===== src/rtl/vga_timing_pkg.sv =====
// Shared timing constants, phase encoding and boundary helper
// for the VGA raster timing generator (default 640x480@60 Hz).
package vga_timing_pkg;

    // Every raster coordinate fits in this width (totals <= 1023).
    localparam int CNT_W = 10;

    // Default 640x480@60 Hz timing.
    localparam int H_ACTIVE_DEF = 640;
    localparam int H_FP_DEF     = 16;
    localparam int H_SYNC_DEF   = 96;
    localparam int H_BP_DEF     = 48;
    localparam int V_ACTIVE_DEF = 480;
    localparam int V_FP_DEF     = 10;
    localparam int V_SYNC_DEF   = 2;
    localparam int V_BP_DEF     = 33;

    typedef enum logic [1:0] {
        PH_ACTIVE,
        PH_FP,
        PH_SYNC,
        PH_BP
    } phase_e;

    // Last count value of each phase along one axis.
    typedef struct packed {
        logic [CNT_W-1:0] act_end;
        logic [CNT_W-1:0] fp_end;
        logic [CNT_W-1:0] sync_end;
        logic [CNT_W-1:0] bp_end;
    } bounds_t;

    function automatic bounds_t phase_bounds(
        input int active,
        input int fp,
        input int sync,
        input int bp
    );
        bounds_t b;
        b.act_end  = CNT_W'(active - 1);
        b.fp_end   = CNT_W'(active + fp - 1);
        b.sync_end = CNT_W'(active + fp + sync - 1);
        b.bp_end   = CNT_W'(active + fp + sync + bp - 1);
        return b;
    endfunction

endpackage


===== src/rtl/vga_timing_gen_if.sv =====
// Raster output bundle of the VGA timing generator.
// master: generator side (takes pix_ce, drives raster outputs).
// slave:  consumer side (drives pix_ce, samples raster outputs).
interface vga_timing_gen_if
    import vga_timing_pkg::*;
#(
    parameter int FRAME_W = 8
);
    logic               pix_ce;
    logic [CNT_W-1:0]   pixel_x;
    logic [CNT_W-1:0]   pixel_y;
    logic               video_en;
    logic               hsync;
    logic               vsync;
    logic               line_start;
    logic               frame_start;
    logic [FRAME_W-1:0] frame_cnt;

    modport master (
        input  pix_ce,
        output pixel_x,
        output pixel_y,
        output video_en,
        output hsync,
        output vsync,
        output line_start,
        output frame_start,
        output frame_cnt
    );

    modport slave (
        output pix_ce,
        input  pixel_x,
        input  pixel_y,
        input  video_en,
        input  hsync,
        input  vsync,
        input  line_start,
        input  frame_start,
        input  frame_cnt
    );

endinterface


===== src/rtl/vga_axis_counter.sv =====
// One raster axis: wrapping position counter plus ACTIVE/FP/SYNC/BP phase FSM.
// Ports: clk, rst (async, active-high), step (advance one position);
//        count, phase, in_active, in_sync, wrap (step at last position).
// Every phase width must be at least 1.
module vga_axis_counter
    import vga_timing_pkg::*;
#(
    parameter int ACTIVE = H_ACTIVE_DEF,
    parameter int FP     = H_FP_DEF,
    parameter int SYNC   = H_SYNC_DEF,
    parameter int BP     = H_BP_DEF
) (
    input  logic             clk,
    input  logic             rst,
    input  logic             step,
    output logic [CNT_W-1:0] count,
    output phase_e           phase,
    output logic             in_active,
    output logic             in_sync,
    output logic             wrap
);

    localparam bounds_t B = phase_bounds(ACTIVE, FP, SYNC, BP);

    logic [CNT_W-1:0] count_q;
    logic [CNT_W-1:0] count_d;
    phase_e           phase_q;
    phase_e           phase_d;

    always_ff @(posedge clk or posedge rst) begin
        if (rst) begin
            count_q <= '0;
            phase_q <= PH_ACTIVE;
        end else begin
            count_q <= count_d;
            phase_q <= phase_d;
        end
    end

    assign wrap = step && (count_q == B.bp_end);

    always_comb begin
        count_d = count_q;
        phase_d = phase_q;
        if (step) begin
            count_d = wrap ? '0 : count_q + 1'b1;
            // Leave a phase on its last position so the phase
            // always describes the current count.
            unique case (phase_q)
                PH_ACTIVE: if (count_q == B.act_end)  phase_d = PH_FP;
                PH_FP:     if (count_q == B.fp_end)   phase_d = PH_SYNC;
                PH_SYNC:   if (count_q == B.sync_end) phase_d = PH_BP;
                PH_BP:     if (count_q == B.bp_end)   phase_d = PH_ACTIVE;
                default:   phase_d = PH_ACTIVE;
            endcase
        end
    end

    assign count     = count_q;
    assign phase     = phase_q;
    assign in_active = (phase_q == PH_ACTIVE);
    assign in_sync   = (phase_q == PH_SYNC);

endmodule


===== src/rtl/vga_timing_gen.sv =====
// VGA raster timing generator: pixel coordinates, video enable, syncs and
// line/frame pulses, all registered and loaded once per pix_ce.
// Ports: clk, rst (async, active-high), vga (master: pix_ce in, raster out).
// Macro VGA_TIMING_FRAME_CNT_EN adds the frame counter; otherwise frame_cnt=0.
// H and V totals must each be <= 1023.
module vga_timing_gen
    import vga_timing_pkg::*;
#(
    parameter int H_ACTIVE = H_ACTIVE_DEF,
    parameter int H_FP     = H_FP_DEF,
    parameter int H_SYNC   = H_SYNC_DEF,
    parameter int H_BP     = H_BP_DEF,
    parameter int V_ACTIVE = V_ACTIVE_DEF,
    parameter int V_FP     = V_FP_DEF,
    parameter int V_SYNC   = V_SYNC_DEF,
    parameter int V_BP     = V_BP_DEF,
    parameter bit SYNC_NEG = 1'b1,
    parameter int FRAME_W  = 8
) (
    input  logic         clk,
    input  logic         rst,
    vga_timing_gen_if.master vga
);

    // Level a sync output rests at outside its pulse.
    localparam logic SYNC_IDLE = SYNC_NEG;

    logic [CNT_W-1:0] h_count;
    logic [CNT_W-1:0] v_count;
    phase_e           h_phase;
    phase_e           v_phase;
    logic             h_in_active;
    logic             v_in_active;
    logic             h_in_sync;
    logic             v_in_sync;
    logic             h_wrap;
    logic             v_wrap;

    vga_axis_counter #(
        .ACTIVE (H_ACTIVE),
        .FP     (H_FP),
        .SYNC   (H_SYNC),
        .BP     (H_BP)
    ) u_h (
        .clk       (clk),
        .rst       (rst),
        .step      (vga.pix_ce),
        .count     (h_count),
        .phase     (h_phase),
        .in_active (h_in_active),
        .in_sync   (h_in_sync),
        .wrap      (h_wrap)
    );

    vga_axis_counter #(
        .ACTIVE (V_ACTIVE),
        .FP     (V_FP),
        .SYNC   (V_SYNC),
        .BP     (V_BP)
    ) u_v (
        .clk       (clk),
        .rst       (rst),
        .step      (h_wrap),
        .count     (v_count),
        .phase     (v_phase),
        .in_active (v_in_active),
        .in_sync   (v_in_sync),
        .wrap      (v_wrap)
    );

    logic [CNT_W-1:0] px_q, px_d;
    logic [CNT_W-1:0] py_q, py_d;
    logic             ven_q, ven_d;
    logic             hs_q, hs_d;
    logic             vs_q, vs_d;
    logic             ls_q, ls_d;
    logic             fs_q, fs_d;

    always_ff @(posedge clk or posedge rst) begin
        if (rst) begin
            px_q  <= '0;
            py_q  <= '0;
            ven_q <= 1'b0;
            hs_q  <= SYNC_IDLE;
            vs_q  <= SYNC_IDLE;
            ls_q  <= 1'b0;
            fs_q  <= 1'b0;
        end else begin
            px_q  <= px_d;
            py_q  <= py_d;
            ven_q <= ven_d;
            hs_q  <= hs_d;
            vs_q  <= vs_d;
            ls_q  <= ls_d;
            fs_q  <= fs_d;
        end
    end

    // Outputs are the decode of the counter position being left,
    // so they trail the counters by exactly one pix_ce.
    always_comb begin
        px_d  = px_q;
        py_d  = py_q;
        ven_d = ven_q;
        hs_d  = hs_q;
        vs_d  = vs_q;
        ls_d  = 1'b0;
        fs_d  = 1'b0;
        if (vga.pix_ce) begin
            px_d  = h_count;
            py_d  = v_count;
            ven_d = h_in_active && v_in_active;
            hs_d  = SYNC_NEG ? ~h_in_sync : h_in_sync;
            vs_d  = SYNC_NEG ? ~v_in_sync : v_in_sync;
            ls_d  = (h_count == '0);
            fs_d  = (h_count == '0) && (v_count == '0);
        end
    end

`ifdef VGA_TIMING_FRAME_CNT_EN
    logic [FRAME_W-1:0] fc_q, fc_d;

    always_ff @(posedge clk or posedge rst) begin
        if (rst) begin
            fc_q <= '0;
        end else begin
            fc_q <= fc_d;
        end
    end

    // Counts up on the clock after each frame_start pulse, so the
    // value seen alongside a frame_start is the number of earlier frames.
    always_comb begin
        fc_d = fc_q;
        if (fs_q) begin
            fc_d = fc_q + 1'b1;
        end
    end

    assign vga.frame_cnt = fc_q;
`else
    assign vga.frame_cnt = '0;
`endif

    assign vga.pixel_x     = px_q;
    assign vga.pixel_y     = py_q;
    assign vga.video_en    = ven_q;
    assign vga.hsync       = hs_q;
    assign vga.vsync       = vs_q;
    assign vga.line_start  = ls_q;
    assign vga.frame_start = fs_q;

    // Phase flags and the frame wrap must agree with the axis state.
    a_h_phase : assert property (@(posedge clk) disable iff (rst)
        h_in_active == (h_phase == PH_ACTIVE));
    a_v_phase : assert property (@(posedge clk) disable iff (rst)
        v_in_active == (v_phase == PH_ACTIVE));
    a_v_wrap : assert property (@(posedge clk) disable iff (rst)
        v_wrap |-> h_wrap);

endmodule


===== src/flat_wrapper.sv =====
// flat-port wrapper written by rule: the top's interface ports become plain ports
module vga_timing_gen_flat import vga_timing_pkg::*;
#(
    parameter int H_ACTIVE = H_ACTIVE_DEF,
    parameter int H_FP     = H_FP_DEF,
    parameter int H_SYNC   = H_SYNC_DEF,
    parameter int H_BP     = H_BP_DEF,
    parameter int V_ACTIVE = V_ACTIVE_DEF,
    parameter int V_FP     = V_FP_DEF,
    parameter int V_SYNC   = V_SYNC_DEF,
    parameter int V_BP     = V_BP_DEF,
    parameter bit SYNC_NEG = 1'b1,
    parameter int FRAME_W  = 8
)
  (clk, rst, vga_pix_ce, vga_pixel_x, vga_pixel_y, vga_video_en, vga_hsync, vga_vsync, vga_line_start, vga_frame_start, vga_frame_cnt);
  vga_timing_gen_if #(.FRAME_W(FRAME_W)) vga_i ();
  input  logic clk;
  input  logic rst;
  input wire logic [$bits(vga_i.pix_ce)-1:0] vga_pix_ce;
  output wire logic [$bits(vga_i.pixel_x)-1:0] vga_pixel_x;
  output wire logic [$bits(vga_i.pixel_y)-1:0] vga_pixel_y;
  output wire logic [$bits(vga_i.video_en)-1:0] vga_video_en;
  output wire logic [$bits(vga_i.hsync)-1:0] vga_hsync;
  output wire logic [$bits(vga_i.vsync)-1:0] vga_vsync;
  output wire logic [$bits(vga_i.line_start)-1:0] vga_line_start;
  output wire logic [$bits(vga_i.frame_start)-1:0] vga_frame_start;
  output wire logic [$bits(vga_i.frame_cnt)-1:0] vga_frame_cnt;
  assign vga_i.pix_ce = vga_pix_ce;
  assign vga_pixel_x = vga_i.pixel_x;
  assign vga_pixel_y = vga_i.pixel_y;
  assign vga_video_en = vga_i.video_en;
  assign vga_hsync = vga_i.hsync;
  assign vga_vsync = vga_i.vsync;
  assign vga_line_start = vga_i.line_start;
  assign vga_frame_start = vga_i.frame_start;
  assign vga_frame_cnt = vga_i.frame_cnt;
  vga_timing_gen #(.H_ACTIVE(H_ACTIVE), .H_FP(H_FP), .H_SYNC(H_SYNC), .H_BP(H_BP), .V_ACTIVE(V_ACTIVE), .V_FP(V_FP), .V_SYNC(V_SYNC), .V_BP(V_BP), .SYNC_NEG(SYNC_NEG), .FRAME_W(FRAME_W)) u_core (.clk(clk), .rst(rst), .vga(vga_i));
endmodule

===== config.mk =====
export PLATFORM = sky130hd
export DESIGN_NAME = vga_timing_gen_flat
export DESIGN_NICKNAME = d
export VERILOG_FILES = /design/src/rtl/vga_timing_pkg.sv /design/src/rtl/vga_timing_gen_if.sv /design/src/rtl/vga_axis_counter.sv /design/src/rtl/vga_timing_gen.sv /design/src/flat_wrapper.sv
export SDC_FILE = /design/constraint.sdc
export NUM_CORES = 1
export LEC_CHECK = 0
export CAP_MARGIN = 20
export CORE_UTILIZATION = 55
export CTS_BUF_LIST = sky130_fd_sc_hd__clkbuf_8
export DETAILED_ROUTE_END_ITERATION = 10
export PLACE_DENSITY = 0.84
export SLEW_MARGIN = 30
export SYNTH_ARGS = -nofsm -noshare
export SYNTH_HDL_FRONTEND = slang
export SYNTH_SLANG_ARGS = --single-unit

===== constraint.sdc =====
create_clock -name clk -period 2.4 [get_ports clk]
set_input_delay 0.48 -clock clk [delete_from_list [all_inputs] [get_ports clk]]
set_output_delay 0.48 -clock clk [all_outputs]
set_load 0.05 [all_outputs]

==> impl_metrics.py <==
metrics = {
    "synth": {
        "seq_area_frac_synth_pct": 48.4,
        "synth.area.top_cells": "dfrtp_1 46%, mux2_2 9.3%, ha_1 6.9%, nand3_1 2.6%, xnor2_1 2.4%",
        "yosys.area_share.simple_pct": 16.5,
        "synth_most_common_cell": "dfrtp_1",
        "synth_area_sq_mm": 0.00254,
        "synthFlopType": "dfrtp_1",
        "synth_edf_count": 0,
        "ys_seq_elements": 49,
        "synth-xor-area-share_pct": 3.79,
        "syn_inst": 225,
        "yosys.area.top_type": "dfrtp_1",
        "synth_top_area_share_pct": 46.3,
        "synth_compound_area_share_pct": 7.00,
        "synth_area_per_cell_sq_um": 11.3,
        "synthArstFlopShare_pct": 100,
        "synth_top_family_by_area": "simple AND/OR/NAND/NOR gates",
        "muxShareOfSynthArea_pct": 11.1,
        "ys_types": 43,
        "yosysWarnings": 0,
        "yosys-top-cells-count": "47 x dfrtp_1, 21 x mux2_2, 14 x ha_1, 14 x inv_1, 14 x nand2_1",
        "synth-adder-area-share_pct": 6.90,
    },
    "min_path": {
        "min_path_cells": 2,
        "min-delay-path-class": "flop to flop",
        "min_from": "u_core.vga.vsync$_DFFE_PP1P_",
    },
    "timing": {
        "whs_ps": 472,
        "hold_viol_final": 0,
        "worst_pin_slew_ps": 505,
        "rsz0062_at_grt": "false",
        "final.setup_skew_ps": 7.76,
        "fin_crit_ps": 2200,
        "slew_viol_final": 0,
        "slew-limit-headroom_pct": 66.2,
        "setup_viol": 0,
        "setup_tns_ps": 0,
        "fmax_ghz": 0.455,
        "finalCritPeriodShare_pct": 91.5,
    },
    "floorplan": {
        "start_util_pct": 57.9,
        "die_w_microns": 69.9,
        "rows": 24,
        "fp.dieH_microns": 69.9,
        "ioPinCount": 36,
        "dieArea_sq_mm": 0.00489,
        "core-area_sq_mm": 0.00438,
    },
    "grt": {
        "antenna_found_initial": 0,
        "gr-total-overflow": 0,
        "grt_pass1_vias": 1614,
        "grt_pass1_wl_mm": 7.91,
        "grt_max_degree": 36,
        "grt_util_all_layers_pct": 20.7,
    },
    "run": {
        "drv_cap": 0,
    },
    "clock_tree": {
        "cts_tree": "built",
        "cts_hold_buffers": 0,
        "cts_max_level": 2,
        "clkTransAtPathRegs_ps": 90,
        "insertion_delay_ps": 310,
        "root_buffer": "clkbuf_8",
        "cts-resized-gates": 0,
        "cts_setup_buffers": 0,
        "clock-sinks": 49,
        "cts_buffer_depth": 2,
        "numCtsBuffers": 5,
    },
    "worst_setup_path": {
        "critPathLaunchType": "flop",
        "crit_end": "u_core.u_h.phase[1]$_DFFE_PP0P_",
        "critPathMaxFanout": 5,
        "worstSetupStartpoint": "u_core.u_h.count[1]$_DFFE_PP0P_",
        "crit_type": "flop to flop",
        "r2r_start": "u_core.u_h.count[1]$_DFFE_PP0P_",
        "worstPathArrival_ps": 2400,
        "r2r_setup_slack_ps": 200,
        "endpoint_kind": "flop",
        "regToRegEndpoint": "u_core.u_h.phase[1]$_DFFE_PP0P_",
        "r2r_cells": 6,
        "crit_required_ps": 2600,
    },
    "placed_design": {
        "dp.cells": 299,
        "gp_congestion": 0.835,
        "port_buffers": 27,
        "dpl.hpwl_mm": 3.25,
    },
    "final_layout": {
        "stdcell_count": 307,
        "syn2layout_area_growth_pct": 17.3,
        "n_antenna_cell": 0,
        "final_nets": 271,
        "final_util_pct": 68.0,
        "drive_gt1_share_pct": 20.4,
    },
    "route": {
        "drt-initial-drc-count": 133,
        "drc": 0,
        "ant_nets": 0,
        "dr.pass1.iters": 4,
        "wl_per_cell_microns": 15.2,
        "routed_wl_mm": 4.68,
        "via_count": 1735,
        "vias_per_cell": 5.65,
    },
    "power": {
        "p_per_area_mw_per_mm2": 730,
        "ir_worst_vdd_mv": 0.494,
        "p_leak_nw": 1.37,
    },
    "status": {
        "outcome": "completed",
    },
}
==> layout make-up <==
type                    count  area, sq um
fillers                   345         1410
flip-flops and latches     49         1230
multi-input cells         152         1180
repair buffers             32          333
clock buffers               6         82.6
well taps                  52         65.1
inverters                  14         52.6
clock inverters             2         37.5
==> where the power goes <==
part	internal [W]	total [W]	switching, W
clock network	0.000339	0.000627	0.000287
registers	0.000917	0.00103	0.000111
logic	0.000192	0.000520	0.000327
==> per-stage QoR <==
stage / power [W] / setup slack [ps] / instance area (sq um)
floorplan: 0.00140 / 368 / 2560
global placement: 0.00154 / 134 / 2860
detailed placement: 0.00156 / 88.9 / 2860
CTS: 0.00217 / 215 / 2980
global route: 0.00225 / 101 / 2980
finish: 0.00217 / 204 / 2980
==> per-layer routing <==
layer | up-vias | part of all wire (%) | GRT usage (%)
met5 | - | 0 | 0
met4 | 0 | 1.1 | 5.33
met3 | 4 | 3.9 | 4.47
met1 | 855 | 49 | 29.3
li1 | 829 | - | -
met2 | 47 | 46 | 32.4
==> logic make-up (layout without fill, tap and decap cells) <==
| group | after synthesis | after routing |
|---|---|---|
| fa+ha+maj | 14 | 14 |
| simple gates | 70 | 70 |
| other cells | 1 | 8 |
| mux | 25 | 25 |
| flops | 49 | 49 |
| buf+inv | 31 | 54 |
| xor+xnor | 11 | 11 |
| compound gates | 24 | 24 |
==> cells in the final DEF, fill, tap and decap left out, types with 2 or more instances in the layout <==
cell type | synthesis | final
conb_1 | 1 | 8
xnor2_1 | 7 | 7
nand2_1 | 14 | 14
a21oi_1 | 4 | 4
and3_2 | 2 | 2
o31ai_1 | 2 | 2
and3_1 | 5 | 5
nand4_1 | 5 | 5
buf_4 | 8 | 3
and4_2 | 2 | 2
nand3_1 | 13 | 13
dfstp_2 | 2 | 2
nor4b_1 | 2 | 2
nor2_1 | 10 | 10
dfrtp_1 | 47 | 47
buf_12 | 0 | 2
xor2_1 | 4 | 4
inv_1 | 14 | 13
o22ai_1 | 2 | 2
and4_1 | 3 | 3
o21ai_0 | 9 | 9
nor3_1 | 5 | 5
clkdlybuf4s50_1 | 0 | 27
mux2i_1 | 3 | 3
ha_1 | 14 | 14
clkbuf_8 | 1 | 6
mux2_2 | 21 | 21
==> critical path, cell delays in order (launching register included) <==
cell     delay, ps
dfrtp_1        440
ha_1           260
and4_2         310
nand3_1        140
a221o_1        380
a21oi_1        180
mux2_2         370
==> how the worst min path moves through the flow <==
stage | slack [ps] | to
after floorplan | 490 | u_core.u_v.count[8]$_DFFE_PP0N_
after global placement | 460 | u_core.vga.hsync$_DFFE_PP1P_
after detailed placement | 450 | u_core.vga.vsync$_DFFE_PP1P_
after CTS | 480 | u_core.vga.vsync$_DFFE_PP1P_
after global routing | 500 | u_core.vga.hsync$_DFFE_PP1P_
final | 470 | u_core.vga.vsync$_DFFE_PP1P_
==> state kept, by name, summed over array words and instances, names as in the netlist <==
register and flops:
u_core.u_h.count 10, u_core.u_v.count 10, u_core.vga.pixel_x 10, u_core.vga.pixel_y 10, u_core.u_h.phase 2, u_core.u_v.phase 2, u_core.vga.frame_start 1, u_core.vga.hsync 1
u_core.vga.line_start 1, u_core.vga.video_en 1, u_core.vga.vsync 1
(Power assumes the default switching activity.)
==> RTL change: new RTL, config.mk and constraints unchanged <==
`FRAME_W` is set to 8 in 3 places; all go to 12.
--- a/src/rtl/vga_timing_gen_if.sv
+++ b/src/rtl/vga_timing_gen_if.sv
@@ -4,7 +4,7 @@
 interface vga_timing_gen_if
     import vga_timing_pkg::*;
 #(
-    parameter int FRAME_W = 8
+    parameter int FRAME_W = 12
 );
     logic               pix_ce;
     logic [CNT_W-1:0]   pixel_x;
--- a/src/rtl/vga_timing_gen.sv
+++ b/src/rtl/vga_timing_gen.sv
@@ -15,7 +15,7 @@
     parameter int V_SYNC   = V_SYNC_DEF,
     parameter int V_BP     = V_BP_DEF,
     parameter bit SYNC_NEG = 1'b1,
-    parameter int FRAME_W  = 8
+    parameter int FRAME_W  = 12
 ) (
     input  logic         clk,
     input  logic         rst,
--- a/src/flat_wrapper.sv
+++ b/src/flat_wrapper.sv
@@ -10,7 +10,7 @@
     parameter int V_SYNC   = V_SYNC_DEF,
     parameter int V_BP     = V_BP_DEF,
     parameter bit SYNC_NEG = 1'b1,
-    parameter int FRAME_W  = 8
+    parameter int FRAME_W  = 12
 )
   (clk, rst, vga_pix_ce, vga_pixel_x, vga_pixel_y, vga_video_en, vga_hsync, vga_vsync, vga_line_start, vga_frame_start, vga_frame_cnt);
   vga_timing_gen_if #(.FRAME_W(FRAME_W)) vga_i ();
Interface: changed (resized vga_frame_cnt); port bits go from 36 to 40. The function was not compared with the original's and may differ.
==> RTL change against the original RTL <==
  * Critical path depth increased by 1
  * Fmax decreased by 1.3%
  * Design area is 0.55% higher
  * Utilization is 0.094 points lower
  * Setup slack got worse by 0.030 ns
  * Die area is 1.1% higher
  * Sequential cell count stayed put
  * Critical endpoint is now u_core.u_v.phase[1]$_DFFE_PP0P_
  * Routed wire length rose by 3.3%
  * Total power is 3.6% higher
  * Sequential share of layout area decreased by 0.22 points
  * Critical path type unchanged
  * Sequential power barely moved
  * Synthesized area is 1.2% higher
  * Largest power group unchanged
==> RTL change: results (changes against the original RTL) <==
first-pass GRT wire length 8100 um (was 7910 um); complex-gate fraction of the synthesized area 0.0692 (was 0.0700); post-synthesis adder-cell area fraction 0.0682 (was 0.0690); Max FO, Critical Path 7 (was 5); Lkg Pwr 1.39 nW (was 1.37 nW); main area contributors after synthesis dfrtp_1 (46%), mux2_2 (9.2%), ha_1 (6.8%), buf_4 (3.5%), nand3_1 (2.5%) (was dfrtp_1 (46%), mux2_2 (9.3%), ha_1 (6.9%), nand3_1 (2.6%), xnor2_1 (2.4%)); post-DR wirelength/cell 15.5 um (was 15.2 um); Peak supply drop 433 uV (was 494 uV); outcome completed (unchanged); Clock transition at path regs 0.09 ns (about the same); Worst Tran Pin Value 0.547 ns (was 0.505 ns); Nets 275 (was 271); clock skew 0.00577 ns (was 0.00776 ns); largest family of logic cells by synthesized area simple AND/OR/NAND/NOR gates (unchanged); RR Endpoint u_core.u_v.phase[1]$_DFFE_PP0P_ (was u_core.u_h.phase[1]$_DFFE_PP0P_); Vias 1,782 (was 1,735); GRT Total Usage 0.210 (was 0.207); Setup WS pre-CTS 0.147 ns (was 0.0889 ns); Synth Area in XOR/XNOR 0.0375 (was 0.0379); GP Congestion 0.840 (was 0.835); reg2reg start u_core.u_v.count[1]$_DFFE_PP0N_ (was u_core.u_h.count[1]$_DFFE_PP0P_); multiplexer area fraction after synthesis 0.110 (was 0.111); largest net degree at the start of global routing 26 (was 36); post-DP HPWL 3350 um (was 3250 um); ratio of cells with drive above 1 in the final layout 0.201 (was 0.204); DRT iter0 DRCs 104 (was 133); placed cell areas 0.00286 sq mm (about the same); vias in the first global route 1,707 (was 1,614); Worst Reg2Reg Path Length in Cells 7 (was 6); Worst Path Arrival 2.43 ns (was 2.40 ns); sequential cell area fraction in the yosys report 0.478 (was 0.484)
RTL change: changes by cell type after synthesis, sizes merged:
cell,delta
buf,+4
RTL change: report_power, final:
group / total, W / internal (W) / switching, W
combinational: 0.000529 / 0.000191 / 0.000338
sequential: 0.00103 / 0.000917 / 0.000112
clock: 0.000694 / 0.000414 / 0.000280
total: 0.00225 / 0.00152 / 0.000730
RTL change: layout make-up:
class                      instances  area, sq um
tap                               52         65.1
multi-input combinational        156         1190
clock buffer                       5         68.8
timing repair buffer              32          320
inverter                          14         52.6
sequential                        49         1230
clock inverter                     3         65.1
fill                             344         1420
RTL change: cell families (layout without fill, tap and decap cells):
| family | after synthesis | after routing |
|---|---|---|
| simple gates | 70 | 70 |
| flops | 49 | 49 |
| buf+inv | 35 | 54 |
| mux | 25 | 25 |
| compound gates | 24 | 24 |
| fa+ha+maj | 14 | 14 |
| xor+xnor | 11 | 11 |
| other cells | 1 | 12 |
RTL change: worst max-delay path: stages, from the launching register on:
cell and delay [ns]:
dfrtp_1 0.47, inv_1 0.14, ha_1 0.16, or2b_2 0.33, nor2_4 0.16, nand3_4 0.11
a2111oi_4 0.43, mux2_4 0.33
RTL change: metal layers:
layer,GRT usage,part of all wire,up-vias
met5,0,0,-
met1,0.281,0.46,864
met4,0.0933,0.022,0
li1,-,-,841
met2,0.327,0.47,67
met3,0.0462,0.049,10
RTL change: per-stage QoR:
step	hold WS [ns]	instances	power, W
floorplan	0.490	240	0.00142
global placement	0.458	303	0.00156
detailed placement	0.458	303	0.00157
CTS	0.479	311	0.00227
global route	0.503	311	0.00234
finish	0.472	311	0.00225
RTL change: worst min path at each step:
stage,end,depth (start not counted),start,slack [ns]
floorplan,u_core.u_v.count[8]$_DFFE_PP0N_,1,u_core.u_v.count[8]$_DFFE_PP0N_,0.49
global placement,u_core.vga.vsync$_DFFE_PP1P_,2,u_core.vga.vsync$_DFFE_PP1P_,0.46
detailed placement,u_core.vga.vsync$_DFFE_PP1P_,2,u_core.vga.vsync$_DFFE_PP1P_,0.46
CTS,u_core.vga.vsync$_DFFE_PP1P_,2,u_core.vga.vsync$_DFFE_PP1P_,0.48
global route,u_core.vga.vsync$_DFFE_PP1P_,2,u_core.vga.vsync$_DFFE_PP1P_,0.50
finish,u_core.vga.vsync$_DFFE_PP1P_,2,u_core.vga.vsync$_DFFE_PP1P_,0.47
